$ cat src/rtl/pll_lock_pkg.sv
// Shared types and default parameters for the PLL lock monitor.
package pll_lock_pkg;

  typedef enum logic [2:0] {
    WAIT_LOCK = 3'd0,
    STABILIZE = 3'd1,
    HOLD      = 3'd2,
    RUN       = 3'd3
  } state_e;

  localparam int unsigned DEF_SYNC_STAGES   = 2;
  localparam int unsigned DEF_STABLE_CYCLES = 1024;
  localparam int unsigned DEF_HOLD_CYCLES   = 16;
  localparam int unsigned DEF_CNT_W         = 8;

endpackage

$ cat src/rtl/sync_bit.sv
// N-stage flop synchronizer for a single asynchronous bit, reset to 0.
module sync_bit #(
  parameter int unsigned SYNC_STAGES = 2
) (
  input  logic clock,
  input  logic reset,
  input  logic d_in,
  output logic q_out
);

  logic [SYNC_STAGES-1:0] sync_q;

  always_ff @(posedge clock or posedge reset) begin
    if (reset) sync_q <= '0;
    else       sync_q <= {sync_q[SYNC_STAGES-2:0], d_in};
  end

  assign q_out = sync_q[SYNC_STAGES-1];

endmodule

$ cat src/rtl/pll_lock_monitor.sv
// Qualifies PLL lock, sequences the system reset release and records lock losses.
// Define PLL_LOCK_MONITOR_COUNT_EN to implement the saturating lost_count_out counter.
module pll_lock_monitor
  import pll_lock_pkg::*;
#(
  parameter int unsigned SYNC_STAGES   = DEF_SYNC_STAGES,
  parameter int unsigned STABLE_CYCLES = DEF_STABLE_CYCLES,
  parameter int unsigned HOLD_CYCLES   = DEF_HOLD_CYCLES,
  parameter int unsigned CNT_W         = DEF_CNT_W
) (
  input  logic             clock,
  input  logic             reset,
  input  logic             locked_in,
  input  logic             clear_in,
  output logic             sys_reset_out,
  output logic             ready_out,
  output logic             lost_sticky_out,
  output logic [CNT_W-1:0] lost_count_out,
  output logic [2:0]       state_out
);

  localparam int unsigned MAX_CNT = (STABLE_CYCLES > HOLD_CYCLES) ? STABLE_CYCLES : HOLD_CYCLES;
  localparam int unsigned TMR_W   = (MAX_CNT > 1) ? $clog2(MAX_CNT) : 1;

  logic             locked_s;
  state_e           state_q, state_d;
  logic [TMR_W-1:0] tmr_q, tmr_d;
  logic             sys_reset_q, sys_reset_d;
  logic             ready_q, ready_d;
  logic             sticky_q, sticky_d;
  logic             loss_c;

  sync_bit #(.SYNC_STAGES(SYNC_STAGES)) u_sync (
    .clock (clock),
    .reset (reset),
    .d_in  (locked_in),
    .q_out (locked_s)
  );

  always_ff @(posedge clock or posedge reset) begin
    if (reset) begin
      state_q     <= WAIT_LOCK;
      tmr_q       <= '0;
      sys_reset_q <= 1'b1;
      ready_q     <= 1'b0;
      sticky_q    <= 1'b0;
    end else begin
      state_q     <= state_d;
      tmr_q       <= tmr_d;
      sys_reset_q <= sys_reset_d;
      ready_q     <= ready_d;
      sticky_q    <= sticky_d;
    end
  end

  // Next state; reset/ready are registered from the next state so they track state_q exactly.
  always_comb begin
    state_d = state_q;
    tmr_d   = tmr_q;
    loss_c  = 1'b0;
    unique case (state_q)
      WAIT_LOCK: begin
        if (locked_s) begin
          state_d = STABILIZE;
          tmr_d   = '0;
        end
      end
      STABILIZE: begin
        if (!locked_s) begin
          state_d = WAIT_LOCK;
        end else if (tmr_q == TMR_W'(STABLE_CYCLES - 1)) begin
          state_d = HOLD;
          tmr_d   = '0;
        end else begin
          tmr_d = tmr_q + TMR_W'(1);
        end
      end
      HOLD: begin
        if (!locked_s) begin
          state_d = WAIT_LOCK;
          loss_c  = 1'b1;
        end else if (tmr_q == TMR_W'(HOLD_CYCLES - 1)) begin
          state_d = RUN;
          tmr_d   = '0;
        end else begin
          tmr_d = tmr_q + TMR_W'(1);
        end
      end
      RUN: begin
        if (!locked_s) begin
          state_d = WAIT_LOCK;
          loss_c  = 1'b1;
        end
      end
      default: state_d = WAIT_LOCK;
    endcase
    sys_reset_d = (state_d != RUN);
    ready_d     = (state_d == RUN);
    // A loss in the same cycle as a clear wins.
    sticky_d    = loss_c ? 1'b1 : (clear_in ? 1'b0 : sticky_q);
  end

`ifdef PLL_LOCK_MONITOR_COUNT_EN
  logic [CNT_W-1:0] cnt_q, cnt_d, cnt_base_c;

  always_comb begin
    cnt_base_c = clear_in ? '0 : cnt_q;
    cnt_d      = cnt_base_c;
    if (loss_c && (cnt_base_c != '1)) cnt_d = cnt_base_c + CNT_W'(1);
  end

  always_ff @(posedge clock or posedge reset) begin
    if (reset) cnt_q <= '0;
    else       cnt_q <= cnt_d;
  end

  assign lost_count_out = cnt_q;
`else
  assign lost_count_out = '0;
`endif

  assign sys_reset_out   = sys_reset_q;
  assign ready_out       = ready_q;
  assign lost_sticky_out = sticky_q;
  assign state_out       = state_q;

endmodule
$ cat config.mk
export PLATFORM = sky130hd
export DESIGN_NAME = pll_lock_monitor
export DESIGN_NICKNAME = d
export VERILOG_FILES = /design/src/rtl/pll_lock_pkg.sv /design/src/rtl/sync_bit.sv /design/src/rtl/pll_lock_monitor.sv
export SDC_FILE = /design/constraint.sdc
export NUM_CORES = 1
export LEC_CHECK = 0
export CAP_MARGIN = 5
export CORE_ASPECT_RATIO = 1.25
export CORE_MARGIN = 8
export CORE_UTILIZATION = 46
export CTS_CLUSTER_DIAMETER = 30
export DETAILED_ROUTE_END_ITERATION = 8
export PLACE_DENSITY = 0.74
export SLEW_MARGIN = 40
export SYNTH_ARGS = -nofsm -noshare
export SYNTH_HDL_FRONTEND = slang
export SYNTH_SLANG_ARGS = --single-unit
export TNS_END_PERCENT = 100
$ cat constraint.sdc
create_clock -name clock -period 1.7 [get_ports clock]
set_clock_uncertainty 0.2 [all_clocks]
set_input_delay 0.34 -clock clock [delete_from_list [all_inputs] [get_ports clock]]
set_output_delay 0.34 -clock clock [all_outputs]
set_load 0.02 [all_outputs]
## Word level (Yosys, flattened, before mapping)

Cells that the tools add are included.
W data, S select, Z words.

- Bits in registers: 18
- Output and inout bits: 14

- Add/sub/neg operators: 1
- Equality and inequality tests: 10
- Multiplexer cells: 17
- Reductions and logical operators: 5

Operators with widths:

| cell | count |
|---|---|
| $mux W10 | 5 |
| $pmux W10 S3 | 1 |
| $mux W3 | 6 |
| $pmux W3 S4 | 1 |
| $add A10 B1 Y10 const B | 1 |
| $eq A10 B10 Y1 const B | 1 |
| $eq A10 B4 Y1 const B | 1 |
| $eq A3 B2 Y1 const B | 3 |
| $ne A2 B1 Y1 const B | 3 |
| $mux W1 | 4 |
| $reduce_and A4 Y1 | 1 |
| $eq A3 B1 Y1 const B | 1 |
| $logic_not A3 Y1 | 1 |
| $ne A3 B2 Y1 const B | 1 |
| $reduce_bool A3 Y1 | 1 |
| $reduce_bool A2 Y1 | 1 |
| $reduce_or A2 Y1 | 1 |

## Longest topological paths before layout

Gate-level depths: netlist of run 1.

- Depth after elaboration: 5
- Depth in mapped cells: 5
- Depth with buffers taken out: 5

## Cells and area by module

Synthesis of run 1 repeated with hierarchy kept, for this count alone.

- Cell total of the unflattened synthesis: 116
- Area, all modules: 1,101.1 sq um

By module, submodules not included:

| module | times used | cells each | area an instance (sq um) | sequential area each (sq um) |
|---|---|---|---|---|
| pll_lock_monitor | 1 | 113 | 1,047.3 | 401.6 |
| sync_bit | 1 | 3 | 53.8 | 50.0 |

## Worst setup path before layout of run 1

No wires, ideal clock.

- Path kind: register to register
- Start point: register tmr_q[0]
- End point: register tmr_q[8]
- Setup time: 0.077 ns
- Arrival time: 1.578 ns
- Required time: 1.423 ns
- Setup slack: -0.156 ns
- Stages on the path, launching flop included: 6
- Path buffers: 0
- Period minus slack after synthesis: 1.856 ns
- Path through: dfrtp_1 > ha_1 > and3_1 > nand3_1 > or4_1 > a21oi_1

- Word-level cells in the longest chain between the ends: 4

Ends and longest elaborated chain:

| element | line | RTL |
|---|---|---|
| start, declared | pll_lock_monitor.sv:27 | `logic [TMR_W-1:0] tmr_q, tmr_d;` |
| start signal, assigned | pll_lock_monitor.sv:49 | `tmr_q <= tmr_d;` |
| $add A10 B1 Y10 (tied with other cells) | pll_lock_monitor.sv:75, pll_lock_monitor.sv:86 |  |
| $mux W10, on equally long branches | pll_lock_monitor.sv:82, pll_lock_monitor.sv:71 |  |
| $mux W10, on equally long branches | pll_lock_monitor.sv:79, pll_lock_monitor.sv:69 |  |
| $pmux W10 S3 * | pll_lock_monitor.sv:61 | `unique case (state_q)` |

Mark *: on every way between the ends. The rest lies on a longest branch, timed or not. The select of a mux whose other input is x is not followed.
A chain may end at the register's enable or synchronous reset.

## Worst setup path in the final report of run 1

- Start point: register state_q[1] (netlist: state_out[1])
- End point: register tmr_q[2]

- Word-level cells in the longest chain between the ends: 3

Ends and longest elaborated chain:

| element | line | RTL |
|---|---|---|
| start, declared | pll_lock_monitor.sv:26 | `state_e state_q, state_d;` |
| start signal, assigned | pll_lock_monitor.sv:48 | `state_q <= state_d;` |
| $eq A3 B1 Y1 (tied with other cells) | pll_lock_monitor.sv:61 |  |
| $ne A2 B1 Y1 (no line) or $reduce_bool A3 Y1 (tied branches) | - |  |
| $reduce_and A4 Y1 (no line) | - |  |

Several ways; a longest one is shown, not always the timed one.

==> flow_summary.yaml, run 1 <==
sta:
  fin_ws_ps: -66.2
  maxSlewViolCount: 0
  tns_ps: -261
  grt_setup_unrepaired: "yes"
  fin_crit_sh: 1.04
  finalHoldViolCount: 0
  fin_crit_ps: 1770
  timing.fmax_ghz: 0.566
  setup_viol: 7
clock_network:
  clockRootBuffer: "clkbuf_4"
  cts-htree-levels: 1
  cts_hold_buffers: 0
  clock_latency_ps: 300
  numCtsBuffers: 3
  cts.sinks: 18
  clk_pin_slew_ps: 110
  tritoncts: "done"
  clock_path_buffers: 2
cells_and_area:
  utilization: 0.642
  finalNetCount: 139
  diodes: 0
  drive_gt1_frac: 0.391
  syn_to_final_growth_pct: 36.8
  fill_cells: 183
  final_area_mm2: 0.00137
  regArea_um2: 454
  multiInputGateArea_um2: 587
place:
  dpl_worst_slack_ps: -106
  io_buffers: 9
  gp_congestion: 0.814
  post-dp-hpwl_mm: 1.78
  dpl_cell_area_mm2: 0.00123
synth:
  synthCells: 101
  async_flop_share: 1.00
  yosys.area.top_type: "dfrtp_1"
  synth.avg_cell_area_um2: 9.94
  synth_top_area_share: 0.424
  ys_warn_count: 0
  netlist_top_cells_area: "dfrtp_1, buf_4, nand2_1"
  ys_seq_elements: 18
  syn_area_mm2: 0.00100
  ys_seq_area_frac: 0.450
  synth_edf_count: 0
  synth_ff_type: "dfrtp_1"
  synth_cell_type_count: 35
setup_path:
  crit_path_start_kind: "register"
  required_ps: 1710
  reg2reg_to: "tmr_q[2]"
  worstReg2RegStart: "state_out[1]"
  rrSetupSlack_ps: -70
  crit_type: "register to register"
  cp.arrival_ps: 1780
  reg2reg_depth: 5
  critPathCaptureType: "register"
  path_max_fanout: 6
global_routing:
  grt_pass1_vias: 825
  antenna_found_initial: 0
  track_usage: 0.123
  grt_overflow: 0
  grt_start_max_net_pins: 11
  grt_pass1_wl_mm: 3.68
run:
  maxCapViolations: 0
route:
  viasPerCell: 5.71
  wl_per_cell_um: 15.2
  wirelength_mm: 2.35
  firstDrtPassIters: 4
  vias: 880
  first_iter_violations: 26
  ant_nets: 0
  drc: 0
floorplanning:
  core_area_mm2: 0.00214
  die_area_mm2: 0.00394
  start_util: 0.469
  io_pins: 18
  rows: 19
  die_w_um: 57.8
  die_height_um: 68.2
power_and_ir_drop:
  ir_drop_v: 0.000573
  p_per_area_mw_per_mm2: 585
  p_leak_uw: 0.000566
  finalPower_uw: 803
min_path:
  worstHoldPathType: "input port to asynchronous set/reset pin"
outcome:
  status: "complete, but fails checks"
  violations: "setup timing"
[how the worst max path moves through the flow]
stage / startpoint / endpoint / slack, ps
5_1_grt: tmr_q[1] / tmr_q[2] / -120
2_1_floorplan: state_out[1] / tmr_q[2] / -90
6_report: state_out[1] / tmr_q[2] / -70
4_1_cts: state_out[2] / tmr_q[2] / -70
3_5_place_dp: state_out[2] / tmr_q[2] / -110
3_3_place_gp: tmr_q[0] / tmr_q[0] / -40
[per-stage QoR]
stage,std cells,hold WS [ps]
2_1_floorplan,109,77.8
3_3_place_gp,146,134
3_5_place_dp,146,143
4_1_cts,152,83.7
5_1_grt,154,120
6_report,154,79.6
[where the power goes]
part	total (uW)	internal [uW]	switching [uW]	leakage, uW
registers	441	435	6.18	0.000237
logic	93.1	35.3	57.9	0.000308
clock network	269	131	138	0.0000210
[layout by cell type (no fill, tap or decap), drive strengths merged, types with 2 or more instances in the layout]
cell,netlist,routed
or4,3,3
o2111ai,3,3
buf,9,21
a31oi,3,3
clkdlybuf4s50,0,3
dfrtp,17,17
nor3,2,2
or3b,2,2
nor4b,2,2
inv,7,7
and3,4,4
o21ai,5,5
a211oi,2,2
nand2,11,11
clkbuf,0,4
a21oi,6,6
conb,1,9
o31ai,3,3
nand3,6,6
dlygate4sd2,0,4
o221ai,2,2
nor2,2,2
[worst max-delay path, stage by stage (launching register included)]
cell and delay, ps:
dfrtp_2 440, or3b_4 410, a41oi_4 260, buf_12 160
o2111ai_2 130, o311ai_2 80
[metal layers]
layer | global-route usage | vias up | routed length, um
li1 | - | 430 | -
met1 | 0.152 | 427 | 1040
met2 | 0.202 | 19 | 1190
met3 | 0.0113 | 4 | 62
met4 | 0.0828 | 0 | 53
met5 | 0 | - | 0
[repair_timing]
item,in CTS,in global routing
pin swaps,6,5
buffers inserted,2,2
resized for setup,14,15
setup endpoints to repair,17,13
hold endpoints to repair,0,0
[registers in the layout, summed over array words and instances (netlist names)]
signal / flops
tmr_q: 10
state_out: 3
u_sync.sync_q: 2
lost_sticky_out: 1
ready_out: 1
sys_reset_out: 1
[synthesized netlist by cell type, types with 2 or more instances]
library cell,instances
nor3_1,2
nand2_1,11
and3_2,2
a21oi_1,6
buf_4,8
or3b_1,2
or4_1,3
a211oi_1,2
inv_1,7
dfrtp_1,17
a31oi_1,2
o2111ai_1,3
nand3_1,5
and3_1,2
o31ai_1,3
o21ai_0,5
nor4b_1,2
o221ai_1,2
[layout make-up]
| class | count | area share |
|---|---|---|
| timing repair buffer | 29 | 0.177 |
| clock buffer | 4 | 0.0264 |
| tap | 21 | 0.0191 |
| inverter | 7 | 0.0191 |
| sequential | 18 | 0.331 |
| multi-input combinational | 75 | 0.428 |
[kinds of logic (layout without fill, tap and decap cells)]
group	count (synthesis)	count (layout)	synth area share
AND/OR/NAND/NOR	38	38	0.229
AO/OA/AOI/OAI	27	27	0.213
flip-flops	18	18	0.450
buffers and inverters	16	40	0.0910
adder cells (fa/ha/maj)	1	1	0.0125
other	1	9	0.00374
No activity file was read; power rests on OpenSTA's default activity.
==> run 2: changes to the inputs <==
ABC_CLOCK_PERIOD_IN_PS = 1700   (was unset)
==> results of run 2 <==
No change in the layout: final DEF, timing and power equal those of run 1.
==> run 3: changes to the inputs <==
ABC_AREA = 0   (was unset)
CELL_PAD_IN_SITES_DETAIL_PLACEMENT = 1   (was unset)
CELL_PAD_IN_SITES_GLOBAL_PLACEMENT = 2   (was unset)
CORE_UTILIZATION = 28   (was 46)
PLACE_DENSITY = unset   (was 0.74)
PLACE_DENSITY_LB_ADDON = 0.1   (was unset)
==> run 3 against run 2 <==
The run still ends with setup timing left. Utilization down 24 points. Register-to-register slack worse by 40 ps. Critical path type unchanged. Die area up 46%. Critical endpoint is now state_out[0].
==> flow_summary.yaml, run 3 (synthesis results as in run 1) <==
cells_and_area:
  largest_reg_flops: 10
  top_register: "tmr_q"
  layout_common_cells: "buf_4, dfrtp_1, nand2_1"
  syn_to_final_growth_pct: 39.8
  diodes: 0
  final_common_cell: "buf_4"
  finalNetCount: 143
  drive_gt1_frac: 0.372
  fill_cells: 406
  utilization: 0.406
clock_network:
  tritoncts: "done"
  clockRootBuffer: "clkbuf_8"
  clk_pin_slew_ps: 80
  clock_path_buffers: 2
  cts-htree-levels: 1
  numCtsBuffers: 3
  cts.sinks: 18
  clock_latency_ps: 260
  cts_hold_buffers: 0
sta:
  fin_crit_sh: 1.06
  setup_viol: 8
  tns_ps: -297
  whs_ps: 161
  grt_setup_unrepaired: "yes"
  fin_ws_ps: -102
  maxSlewViolCount: 0
  finalHoldViolCount: 0
  timing.fmax_ghz: 0.555
  fin_crit_ps: 1800
route:
  wl_met1_mm: 1.19
  first_iter_violations: 16
  wl_met3_um: 74
  firstDrtPassIters: 4
  wl_per_cell_um: 15.5
  drc: 0
  wirelength_mm: 2.72
  vias: 893
  highest_layer: "met4"
  ant_nets: 0
  wl_met2_mm: 1.43
  viasPerCell: 5.07
power_and_ir_drop:
  ir_drop_v: 0.000298
  finalPower_uw: 900
  p_per_area_mw_per_mm2: 642
  p_leak_uw: 0.000590
setup_path:
  cp.arrival_ps: 1770
  setup.worst_path.start: "state_out[1]"
  critPathCaptureType: "register"
  reg2reg_depth: 5
  path_max_fanout: 7
  rrSetupSlack_ps: -100
  worstReg2RegStart: "state_out[1]"
  endpoint: "state_out[0]"
  reg2reg_to: "state_out[0]"
  crit_path_start_kind: "register"
  crit_type: "register to register"
  required_ps: 1670
floorplanning:
  core_area_mm2: 0.00345
  start_util: 0.291
  io_pins: 18
  rows: 24
  die_area_mm2: 0.00577
  die_w_um: 69.5
  die_height_um: 82.9
global_routing:
  grt_pass1_vias: 946
  grt_start_max_net_pins: 19
  grt_overflow: 0
  track_usage: 0.0976
  antenna_found_initial: 0
  grt_pass1_wl_mm: 4.71
place:
  post-dp-hpwl_mm: 2.15
  gp_congestion: 0.778
  io_buffers: 9
min_path:
  worstHoldPathType: "register to register"
run:
  maxCapViolations: 0
outcome:
  violations: "setup timing"
  status: "complete, but fails checks"
-- run 3: routing by layer --
| metal | GRT usage | vias to the layer above |
|---|---|---|
| li1 | - | 444 |
| met2 | 0.170 | 8 |
| met4 | 0.0393 | 0 |
| met3 | 0.0250 | 4 |
| met5 | 0 | - |
| met1 | 0.109 | 437 |
-- run 3: cell type report --
type	instances	area, um2	area share
sequential	18	454	0.324
inverter	7	26.3	0.0187
tap	39	48.8	0.0348
multi-input combinational	75	562	0.401
clock buffer	4	55.1	0.0393
timing repair buffer	33	256	0.183
-- run 3: worst min-delay path by stage --
| stage | slack (ps) | depth (start not counted) | to | from |
|---|---|---|---|---|
| finish | 160 | 0 | u_sync.sync_q[1] | u_sync.sync_q[0] |
| global route | 170 | 0 | u_sync.sync_q[1] | u_sync.sync_q[0] |
| CTS | 170 | 0 | u_sync.sync_q[1] | u_sync.sync_q[0] |
| detailed placement | 150 | 0 | u_sync.sync_q[1] | u_sync.sync_q[0] |
| global placement | 130 | 0 | u_sync.sync_q[1] | u_sync.sync_q[0] |
| floorplan | 80 | 1 | lost_sticky_out | reset |
-- run 3: through the flow --
| step | instance area (um2) | setup slack (ps) | instances |
|---|---|---|---|
| 6_report | 1400 | -102 | 176 |
| 5_1_grt | 1400 | -163 | 176 |
| 4_1_cts | 1370 | -66.5 | 173 |
| 3_5_place_dp | 1290 | -121 | 169 |
| 3_3_place_gp | 1290 | -129 | 169 |
| 2_1_floorplan | 1070 | -90.5 | 109 |
-- run 3: worst max-delay path: stages, from the launching register on --
cell,delay (ps)
dfrtp_2,430
or3b_4,390
a41oi_4,320
buf_4,180
nor3b_2,40
a211oi_1,150
-- run 3: what timing repair did --
item | CTS | global route
pin swaps | 4 | 0
buffers inserted | 0 | 3
gates resized for setup | 11 | 12
setup endpoints to repair | 18 | 15
-- run 3: power by group --
group          internal, uW  switching [uW]
registers               435            5.50
logic                  35.0            59.2
clock network           206             159
